--- src/rtl/irq_pkg.sv ---
// Shared types and limits for the interrupt arbiter.
package irq_pkg;

    localparam int unsigned IRQ_MAX_SRC = 32;

    typedef enum logic [1:0] {
        IDLE    = 2'b00,
        PEND    = 2'b01,
        SERVICE = 2'b10
    } arb_state_t;

endpackage

--- src/rtl/irq_prio_enc.sv ---
// Combinational priority encoder: first set bit of elig_i at or above base_i, wrapping.
module irq_prio_enc #(
    parameter int unsigned NUM_SRC = 8,
    localparam int unsigned VEC_W = $clog2(NUM_SRC)
) (
    input  logic [NUM_SRC-1:0] elig_i,
    input  logic [VEC_W-1:0]   base_i,
    output logic               valid_o,
    output logic [VEC_W-1:0]   idx_o
);
    import irq_pkg::*;

    int unsigned j;
    logic        found;

    always_comb begin
        found = 1'b0;
        idx_o = '0;
        j     = 0;
        for (int unsigned i = 0; i < NUM_SRC; i++) begin
            j = i + 32'(base_i);
            if (j >= NUM_SRC) begin
                j = j - NUM_SRC;
            end
            if (!found && elig_i[j]) begin
                found = 1'b1;
                idx_o = VEC_W'(j);
            end
        end
        valid_o = found;
    end

endmodule

--- src/rtl/irq_arbiter.sv ---
// Masks and arbitrates interrupt requests, presents one to the CPU with a req/ack/eoi handshake.
// Define IRQ_ARB_ROUND_ROBIN_EN for round-robin arbitration instead of fixed lowest-index priority.
module irq_arbiter
    import irq_pkg::*;
#(
    parameter int unsigned NUM_SRC = 8,
    localparam int unsigned VEC_W = $clog2(NUM_SRC)
) (
    input  logic               clk_i,
    input  logic               rst_ni,
    input  logic [NUM_SRC-1:0] irq_req_i,
    input  logic [NUM_SRC-1:0] irq_mask_i,
    input  logic               cpu_ack_i,
    input  logic               cpu_eoi_i,
    output logic               cpu_irq_o,
    output logic [VEC_W-1:0]   cpu_vec_o,
    output logic [NUM_SRC-1:0] irq_clr_o,
    output logic               busy_o
);

    arb_state_t         state_q, state_d;
    logic [VEC_W-1:0]   vec_q, vec_d;
    logic               irq_q, irq_d;
    logic [NUM_SRC-1:0] clr_q, clr_d;
    logic               busy_q, busy_d;

    logic [NUM_SRC-1:0] eligible;
    logic [VEC_W-1:0]   base;
    logic               win_valid;
    logic [VEC_W-1:0]   win_idx;
    logic [VEC_W-1:0]   vec_next;

    assign eligible = irq_req_i & ~irq_mask_i;
    assign vec_next = (vec_q == VEC_W'(NUM_SRC - 1)) ? '0 : vec_q + VEC_W'(1);

`ifdef IRQ_ARB_ROUND_ROBIN_EN
    logic [VEC_W-1:0] rr_ptr_q, rr_ptr_d;

    assign base = rr_ptr_q;

    // Pointer advances only on an accepted ack; withdrawals leave it alone.
    always_comb begin
        rr_ptr_d = rr_ptr_q;
        if (state_q == PEND && cpu_ack_i) begin
            rr_ptr_d = vec_next;
        end
    end

    always_ff @(posedge clk_i) begin
        if (!rst_ni) begin
            rr_ptr_q <= '0;
        end else begin
            rr_ptr_q <= rr_ptr_d;
        end
    end
`else
    assign base = '0;
`endif

    irq_prio_enc #(
        .NUM_SRC (NUM_SRC)
    ) u_prio_enc (
        .elig_i  (eligible),
        .base_i  (base),
        .valid_o (win_valid),
        .idx_o   (win_idx)
    );

    always_comb begin
        state_d = state_q;
        vec_d   = vec_q;
        irq_d   = 1'b0;
        clr_d   = '0;
        unique case (state_q)
            IDLE: begin
                if (win_valid) begin
                    vec_d   = win_idx;
                    irq_d   = 1'b1;
                    state_d = PEND;
                end
            end
            PEND: begin
                irq_d = 1'b1;
                // Ack takes precedence over a simultaneous withdrawal or eoi.
                if (cpu_ack_i) begin
                    irq_d        = 1'b0;
                    clr_d[vec_q] = 1'b1;
                    state_d      = SERVICE;
                end else if (!eligible[vec_q]) begin
                    irq_d   = 1'b0;
                    state_d = IDLE;
                end
            end
            SERVICE: begin
                if (cpu_eoi_i) begin
                    state_d = IDLE;
                end
            end
            default: begin
                state_d = IDLE;
            end
        endcase
        busy_d = (state_d == PEND) || (state_d == SERVICE);
    end

    always_ff @(posedge clk_i) begin
        if (!rst_ni) begin
            state_q <= IDLE;
            vec_q   <= '0;
            irq_q   <= 1'b0;
            clr_q   <= '0;
            busy_q  <= 1'b0;
        end else begin
            state_q <= state_d;
            vec_q   <= vec_d;
            irq_q   <= irq_d;
            clr_q   <= clr_d;
            busy_q  <= busy_d;
        end
    end

    assign cpu_irq_o = irq_q;
    assign cpu_vec_o = vec_q;
    assign irq_clr_o = clr_q;
    assign busy_o    = busy_q;

endmodule

--- config.mk ---
export PLATFORM = sky130hd
export DESIGN_NAME = irq_arbiter
export DESIGN_NICKNAME = d
export VERILOG_FILES = /design/src/rtl/irq_pkg.sv /design/src/rtl/irq_prio_enc.sv /design/src/rtl/irq_arbiter.sv
export SDC_FILE = /design/constraint.sdc
export NUM_CORES = 1
export LEC_CHECK = 0
export BUFFER_PORTS_ARGS = -buffer_cell sky130_fd_sc_hd__buf_2
export CORE_MARGIN = 1
export CORE_UTILIZATION = 44
export DETAILED_ROUTE_END_ITERATION = 12
export PLACE_DENSITY_LB_ADDON = 0.25
export SYNTH_ARGS = -nofsm -noshare
export SYNTH_HDL_FRONTEND = slang
export SYNTH_SLANG_ARGS = --single-unit
--- constraint.sdc ---
create_clock -name clk_i -period 2.1 [get_ports clk_i]
set_input_delay 0.315 -clock clk_i [delete_from_list [all_inputs] [get_ports clk_i]]
set_output_delay 0.315 -clock clk_i [all_outputs]
set_load 0.02 [all_outputs]
=== Word-level counts from Yosys, hierarchy flattened ===
Cells that the tools add are included.

* $lt $le $gt $ge: 2
* Eq/ne operators: 4
* Muxes and demuxes: 28
* Bitwise logic cells: 2
* Reduce and logical (&&, ||, !) cells: 19

{| class="wikitable"
|+ Operator list
! operator !! count
|-
| two-way mux 1 bit || 14
|-
| two-way mux 2 bit || 6
|-
| two-way mux 3 bit || 4
|-
| bitwise AND 8 bit || 1
|-
| logical AND 1 bit || 8
|-
| NOT 8 bit || 1
|-
| zero test 1 bit || 7
|-
| case mux 2 bit (3 select lines) || 1
|-
| equality test 2 x 1 -> 1 bit (second input constant) || 2
|-
| equality test 2 bit (second input constant) || 2
|-
| less-than comparator 3 x 4 -> 1 bit (second input constant) || 1
|-
| binary-select mux 1 bit (select 3 bit) || 1
|-
| demux 1 bit (select 3 bit) || 1
|-
| greater-or-equal comparator 3 x 1 -> 1 bit (second input constant) || 1
|-
| AND reduction 3 bit || 1
|-
| zero test 2 bit || 1
|-
| case mux 1 bit (2 select lines) || 1
|-
| AND reduction 2 bit || 1
|-
| logical OR 1 bit || 1
|}

* Register bits after elaboration: 15
* Bits of input ports: 20
* Output and inout bits: 13
* Word-level logic and storage cells: 60

=== Logic depth before layout (Yosys ltp) ===
Gate-level depths: netlist of run 1.

* Depth in word-level cells: 28
* Gate-level depth with buffers: 5
* Mapped depth without buffers: 4

=== By module ===
A second synthesis of run 1 with hierarchy kept.

* Cells, all modules: 174
* Area total of the unflattened synthesis: 1760.4 um^2

{| class="wikitable"
|+ Modules (own cells, without submodules)
! module !! instances !! cells each !! area an instance (um^2)
|-
| irq_prio_enc || 1 || 104 || 1078.5
|-
| irq_arbiter || 1 || 70 || 681.9
|}

=== Worst setup path after synthesis of run 1 ===
OpenSTA, ideal clock, no wires.

* Path type: reg-to-reg
* Start: register vec_q[2] (netlist: cpu_vec_o[2])
* End: register busy_q (netlist: busy_o)
* Data arrival time: 1489 ps
* Slack: 478 ps
* Cell stages (with the launch flop): 5
* Buffers on the path: 1
* Cell sequence: dfxtp_1 > buf_6 > mux4_2 > a221oi_2 > nand3_1

* Cells in the longest elaborated chain, start to end: 7

{| class="wikitable"
|+ Ends and longest elaborated chain
! element !! RTL line !! text
|-
| start, declared || irq_arbiter.sv:22 || <nowiki>logic [VEC_W-1:0] vec_q, vec_d;</nowiki>
|-
| start signal, assigned || irq_arbiter.sv:115 || <nowiki>vec_q <= vec_d;</nowiki>
|-
| binary-select mux 1 bit (select 3 bit) (*) || irq_arbiter.sv:89 || <nowiki>end else if (!eligible[vec_q]) begin</nowiki>
|-
| two-way mux 1 bit (not written as such) (*) || irq_arbiter.sv:89 ||
|-
| two-way mux 2 bit (*) || irq_arbiter.sv:89 ||
|-
| two-way mux 2 bit (*) || irq_arbiter.sv:85 || <nowiki>if (cpu_ack_i) begin</nowiki>
|-
| case mux 2 bit (3 select lines) (*) || irq_arbiter.sv:74 || <nowiki>unique case (state_q)</nowiki>
|-
| equality test 2 x 1 -> 1 bit / equality test 2 bit (equally long branches) || irq_arbiter.sv:103 || <nowiki>busy_d = (state_d == PEND) || (state_d == SERVICE);</nowiki>
|-
| logical OR 1 bit (*) || irq_arbiter.sv:103 ||
|-
| end signal, assigned || irq_arbiter.sv:118 || <nowiki>busy_q <= busy_d;</nowiki>
|-
| end, declared || irq_arbiter.sv:25 || <nowiki>logic busy_q, busy_d;</nowiki>
|}

Every way passes the cells marked *; elsewhere a longest branch is shown, timed or not. The select of a mux whose other input is x is not followed.
A chain may end at the register's enable or synchronous reset.

=== Worst setup path after layout of run 1 ===
Same ends and word-level chain as after synthesis.

==> results.tsv, run 1 <==
metric	value	unit
Fin. Hold Viols	0	
postcts setup bufs	0	
FILL cells	155	
fin. max-slew vios	0	
Setup violations, final	0	
CP Capture Type	flop	
Setup TNS Final	0	ns
max_cap viols	0	
Yosys top cell by area	dfxtp_1	
ANT nets after route	0	
row cnt	14	
first-pass GRT wire length	2566	µm
fin nets	131	
maximum vdd drop	0.0005521	V
average instance area after synthesis	9.559	µm²
Starting DRT DRC Count	21	
CTS sink count	15	
drt pass-1 iters	4	
CTS Buffer Depth	2	
post-synth top area share	41.88	%
Pleak	0.4392	nW
diode count	0	
GRT Resource Usage Total	18.37	%
Die Width	42.37	µm
CP Class	flop to flop	
FF+latch count, synth	15	
Core Area	1506	µm²
vias per cell	5.349	
shortest period the worst path allows	1.702	ns
largest net degree at the start of global routing	12	
Routed Wire Length	1496	µm
Slew HR	73.91	%
vias in the first global route	618	
Unique masters post-synth	28	
gp weighted congestion	0.8360	
Die Y	42.37	µm
Seq/Total Area, Yosys	41.88	%
DR WL/cell	11.87	µm
antenna violations before repair	0	
Netlist Area Pre-Place	716.9	µm²
H-tree depth	1	
skew final	0.0006646	ns
Post-synth EDFFs	0	
yosys warns	0	
Min-Delay Path Class	primary input to flop	
total number of vias	674	
Clk Latency, worst-skew pair	0.28	ns
Initial Utilization	47.59	%
die area	1795	µm²
CTS Hold Buffers Added	0	
ys async rst share	0	%
RSZ-0062 raised after global routing	false	
CTS resizes	0	
synth top area cells	dfxtp_1 42%, nand2b_1 5.2%, nor2b_1 5.2%	
Max Clk Rate	587.5	MHz
final period utilization	81.05	%
pwr dens	708.5	nW/µm²
Final Power	646.2	µW
measured slew at the worst slew-check pin	0.3909	ns
CTS tree	done	
CP Data Required Time	2.25	ns
clock slew at reported path FFs	0.08	ns
status	finished, final reports clean	
P&R area growth vs syn	27.23	%
post-detail-place hpwl	1167	µm
top cells by count, synth	15 x dfxtp_1, 9 x nor2_1, 7 x nand2_1	
number of I/O pins	33	
r2r setup slk	0.40	ns
Setup crit start kind	flop	
CP arrival	1.86	ns
port bufs	32	
Mapped Nets	95	
Most used DFF post-synth	dfxtp_1	
GRT overflow	0	
DRC viols	0	
Cells after Synth	75	
Crit Path Max Fanout	11	
share of cells above drive strength 1	36.36	%
Inserted Clock Buffers	3	
most frequent cell after synthesis	dfxtp_1	
CTS root buffer	clkbuf_4	
-- cell families (layout without fill, tap and decap cells) --
family          after synthesis  count (layout)  synth area share [%]
simple gates                 40              40                 32.11
buf+inv                       4              39                 3.141
compound gates               14              14                 18.33
flops                        15              15                 41.89
mux                           2               2                 4.537
-- where the power goes --
group          total, mW  switching (mW)  internal [mW]
registers          0.334          0.0284          0.306
logic              0.151          0.0837         0.0676
clock network      0.161          0.0870         0.0736
total              0.646           0.199          0.447
-- sequential cells by signal, summed over array words and instances, names as in the netlist --
| register | count |
|---|---|
| busy_o | 1 |
| irq_clr_o | 8 |
| cpu_irq_o | 1 |
| state_q | 2 |
| cpu_vec_o | 3 |
-- placed cells by master, fill, tap and decap left out --
master,netlist,routed
a2111oi_4,1,1
a211o_1,1,1
a211oi_1,1,1
a21oi_1,1,1
a221oi_2,1,1
a41o_1,1,1
buf_2,0,32
clkbuf_1,0,1
clkbuf_4,0,3
dfxtp_1,15,15
inv_1,3,3
mux2i_1,1,1
mux4_2,1,1
nand2_1,7,7
nand2b_1,6,6
nand3_1,1,1
nand3b_1,1,1
nand4_1,2,2
nand4bb_1,2,2
nor2_1,9,9
nor2b_1,6,6
nor3_1,3,3
nor3b_1,1,1
o211a_1,2,2
o211ai_1,1,1
o21a_1,1,1
o21ai_0,3,3
o31ai_1,1,1
or3b_4,1,1
or4b_4,1,1
-- path summary, 6_finish.rpt --
kind	cells after the start	from	end
max reg2reg	3	cpu_vec_o[2]$_SDFFE_PN0P_	busy_o$_SDFF_PN0_
min	2	rst_ni	cpu_vec_o[1]$_SDFFE_PN0P_
min reg2reg	2	cpu_vec_o[0]$_SDFFE_PN0P_	irq_clr_o[3]$_SDFF_PN0_
max	3	cpu_vec_o[2]$_SDFFE_PN0P_	busy_o$_SDFF_PN0_
-- through the flow --
stage | hold slack (ns) | instance area, µm² | util [%] | setup slack [ns] | std cells
detailed placement | 0.5751 | 885.9 | 58.80 | 0.3966 | 122
global route | 0.3353 | 912.1 | 60.55 | 0.2658 | 126
floorplan | 0.4484 | 716.9 | - | 0.4782 | 75
finish | 0.3295 | 912.1 | 60.55 | 0.3980 | 126
CTS | 0.3317 | 912.1 | 60.55 | 0.3934 | 126
global placement | 0.5837 | 885.9 | 58.80 | 0.4496 | 122
-- metal layers --
metal,GRT usage (%),share of wire [%]
met3,5.172,4.9
met2,30.46,49
met4,5.625,0.80
met1,23.04,45
met5,0,0
-- worst max-delay path, cell delays in order, from the launching register on --
cell and delay, ns:
dfxtp_1 0.56, mux4_2 0.56, a221oi_2 0.33, nand3_1 0.12
-- area by class of cell --
type	instances	area, µm²	share of cell area [%]
Tap cell	16	20.02	2.195
Multi-Input combinational cell	56	394.1	43.21
Sequential cell	15	300.3	32.92
Clock buffer	4	26.28	2.881
Inverter	3	11.26	1.235
Timing Repair Buffer	32	160.2	17.56
No activity file was read; power rests on OpenSTA's default activity.
==> inputs of run 2 (changes only) <==
==> constraint.sdc (replaced) <==
create_clock -name clk_i -period 1.7 [get_ports clk_i]
set_input_delay 0.255 -clock clk_i [delete_from_list [all_inputs] [get_ports clk_i]]
set_output_delay 0.255 -clock clk_i [all_outputs]
set_load 0.02 [all_outputs]
==> run 2 against run 1 <==
Against the previous run:
- first-iteration DRC count is 38% higher
- combinational power is 36% higher
- sequential power is 22% higher
- critical path type unchanged
- non-clock buffer count is 2 higher
- routed wire length is 6.9% higher
==> results.tsv, run 2 (synthesis gave the netlist of run 1 again) <==
metric	value	unit	change
status	finished, final reports clean		
max reg flops	8		unchanged
Routed Wire Length	1599	µm	+6.9%
DP Area	900.9	µm²	+1.7%
row cnt	14		unchanged
r2r setup slk	0.09	ns	-0.31 ns
measured slew at the worst slew-check pin	0.3581	ns	-0.03279 ns
Comb pwr share	25.5	%	+2.1 points
CP Capture Point	busy_o$_SDFF_PN0_		
Pint	560.7	µW	+25%
Setup crit start	cpu_vec_o[2]$_SDFFE_PN0P_		
RSZ-0062 raised after global routing	false		
FILL cells	137		-12%
Setup TNS Final	0	ns	unchanged
r2r endpoint	busy_o$_SDFF_PN0_		
largest net degree at the start of global routing	10		-2
Min-Delay Path Class	primary input to flop		
critical path's top delay family	multiplexers		
GRT overflow	0		unchanged
Hold Crit Depth	2		unchanged
Slew HR	76.04	%	+2.1 points
drt pass-1 iters	4		unchanged
pwr dens	869.7	nW/µm²	+23%
Inserted Clock Buffers	3		unchanged
final period utilization	94.61	%	+14 points
maximum vdd drop	0.0005682	V	+2.9%
vias in the first global route	620		+0.32%
Crit-path slowest cell	mux4_2		
Initial Utilization	47.59	%	unchanged
Setup violations, final	0		unchanged
number of I/O pins	33		unchanged
post-detail-place hpwl	1252	µm	+7.2%
CTS Buffer Depth	2		unchanged
Setup crit start kind	flop		
Clk pwr share	23.9	%	-1.0 points
Die Y	42.37	µm	unchanged
CP Capture Type	flop		
shortest period the worst path allows	1.608	ns	-0.09371 ns
CTS sink count	15		unchanged
Seq pwr share	50.6	%	-1.1 points
fin nets	133		+1.5%
CP cell instances	mux4_2, a221oi_2, nand3_1		
ANT nets after route	0		unchanged
Die Width	42.37	µm	unchanged
most common cell after layout, fill and taps aside	buf_2		
share of cells above drive strength 1	37.50	%	+1.1 points
Cells after DPL	124		+1.6%
gp weighted congestion	0.8174		-2.2%
Crit Path Max Fanout	5		-6
Starting DRT DRC Count	29		+38%
CTS Hold Buffers Added	0		unchanged
first-pass GRT wire length	2580	µm	+0.55%
H-tree depth	1		unchanged
postcts setup bufs	0		unchanged
skew final	0.001048	ns	+0.0003834 ns
DR WL/cell	12.49	µm	+5.2%
worst reg2reg path startpoint	cpu_vec_o[2]$_SDFFE_PN0P_		
vias per cell	5.273		-1.4%
port bufs	32		unchanged
Switching Share	30.47	%	-0.35 points
CP Data Required Time	1.85	ns	-0.40 ns
R2R depth	3		unchanged
Clk Latency, worst-skew pair	0.27	ns	about the same
die area	1795	µm²	unchanged
commonest non-fill, non-tap cells in the layout	32 x buf_2, 15 x dfxtp_1, 9 x nor2_1		
diode count	0		unchanged
Core Area	1506	µm²	unchanged
final non-filler cell total	128		+1.6%
CP Depth	3		unchanged
total number of vias	675		+0.15%
Max Clk Rate	621.8	MHz	+5.8%
Pleak	0.4488	nW	+2.2%
DRC viols	0		unchanged
max_cap viols	0		unchanged
CTS resizes	0		unchanged
CP arrival	1.76	ns	-0.10 ns
CTS root buffer	clkbuf_4		
Slowest Stage Delay on Critical Path	0.55	ns	about the same
antenna violations before repair	0		unchanged
Fin. Hold Viols	0		unchanged
fin. max-slew vios	0		unchanged
Buf+Inv Stages, Crit Path	0		unchanged
switching pwr	245.7	µW	+23%
GRT Resource Usage Total	19.01	%	+0.64 points
CP Class	flop to flop		
clock slew at reported path FFs	0.08	ns	about the same
CTS tree	done		
post-route design area	927.1	µm²	+1.6%
P&R area growth vs syn	29.32	%	
## run 2: metrics by stage
step / hold slack, ns / utilization, % / worst slack, ns / power (mW)
2_1_floorplan: 0.3884 / - / 0.07816 / 0.5474
3_3_place_gp: 0.5533 / 59.80 / 0.1242 / 0.6140
3_5_place_dp: 0.5586 / 59.80 / 0.1107 / 0.6198
4_1_cts: 0.2622 / 61.54 / 0.09589 / 0.8153
5_1_grt: 0.2564 / 61.54 / 0.02101 / 0.8577
6_report: 0.2766 / 61.54 / 0.09167 / 0.8064
## run 2: how the worst min path moves through the flow
stage,start,end
final,rst_ni,cpu_vec_o[2]$_SDFFE_PN0P_
after global routing,rst_ni,cpu_vec_o[2]$_SDFFE_PN0P_
after global placement,rst_ni,cpu_vec_o[1]$_SDFFE_PN0P_
after floorplan,rst_ni,cpu_vec_o[1]$_SDFFE_PN0P_
after detailed placement,rst_ni,cpu_vec_o[2]$_SDFFE_PN0P_
after CTS,rst_ni,cpu_vec_o[2]$_SDFFE_PN0P_
## run 2: worst reg2reg max path, delay by kind of cell (launching register included)
family | cells | cell delay, ns
compound gates | 1 | 0.35
simple gates | 1 | 0.12
flops | 1 | 0.46
mux | 1 | 0.56
## run 2: per-layer routing
layer / global-route usage (%) / vias up / wire, µm
met1: 22.83 / 311 / 730
met3: 8.190 / 0 / 83
met2: 31.69 / 21 / 785
li1: - / 343 / -
met5: 0 / - / 0
met4: 3.750 / 0 / 0
## run 2: power groups by stage
| stage | combinational [mW] | sequential, mW | clock (mW) |
|---|---|---|---|
| finish | 0.205 | 0.408 | 0.193 |
| global route | 0.222 | 0.414 | 0.221 |
| floorplan | 0.112 | 0.435 | 0 |
| CTS | 0.205 | 0.408 | 0.202 |
| global placement | 0.199 | 0.415 | 0 |
| detailed placement | 0.203 | 0.417 | 0 |
## run 2: area by class of cell
cell class	instances	area (µm²)	share of cell area, %
sequential	15	300.3	32.39
clock buffer	4	26.28	2.834
tap	16	20.02	2.159
inverter	3	11.26	1.215
timing repair buffer	34	175.2	18.89
multi-input combinational	56	394.1	42.51
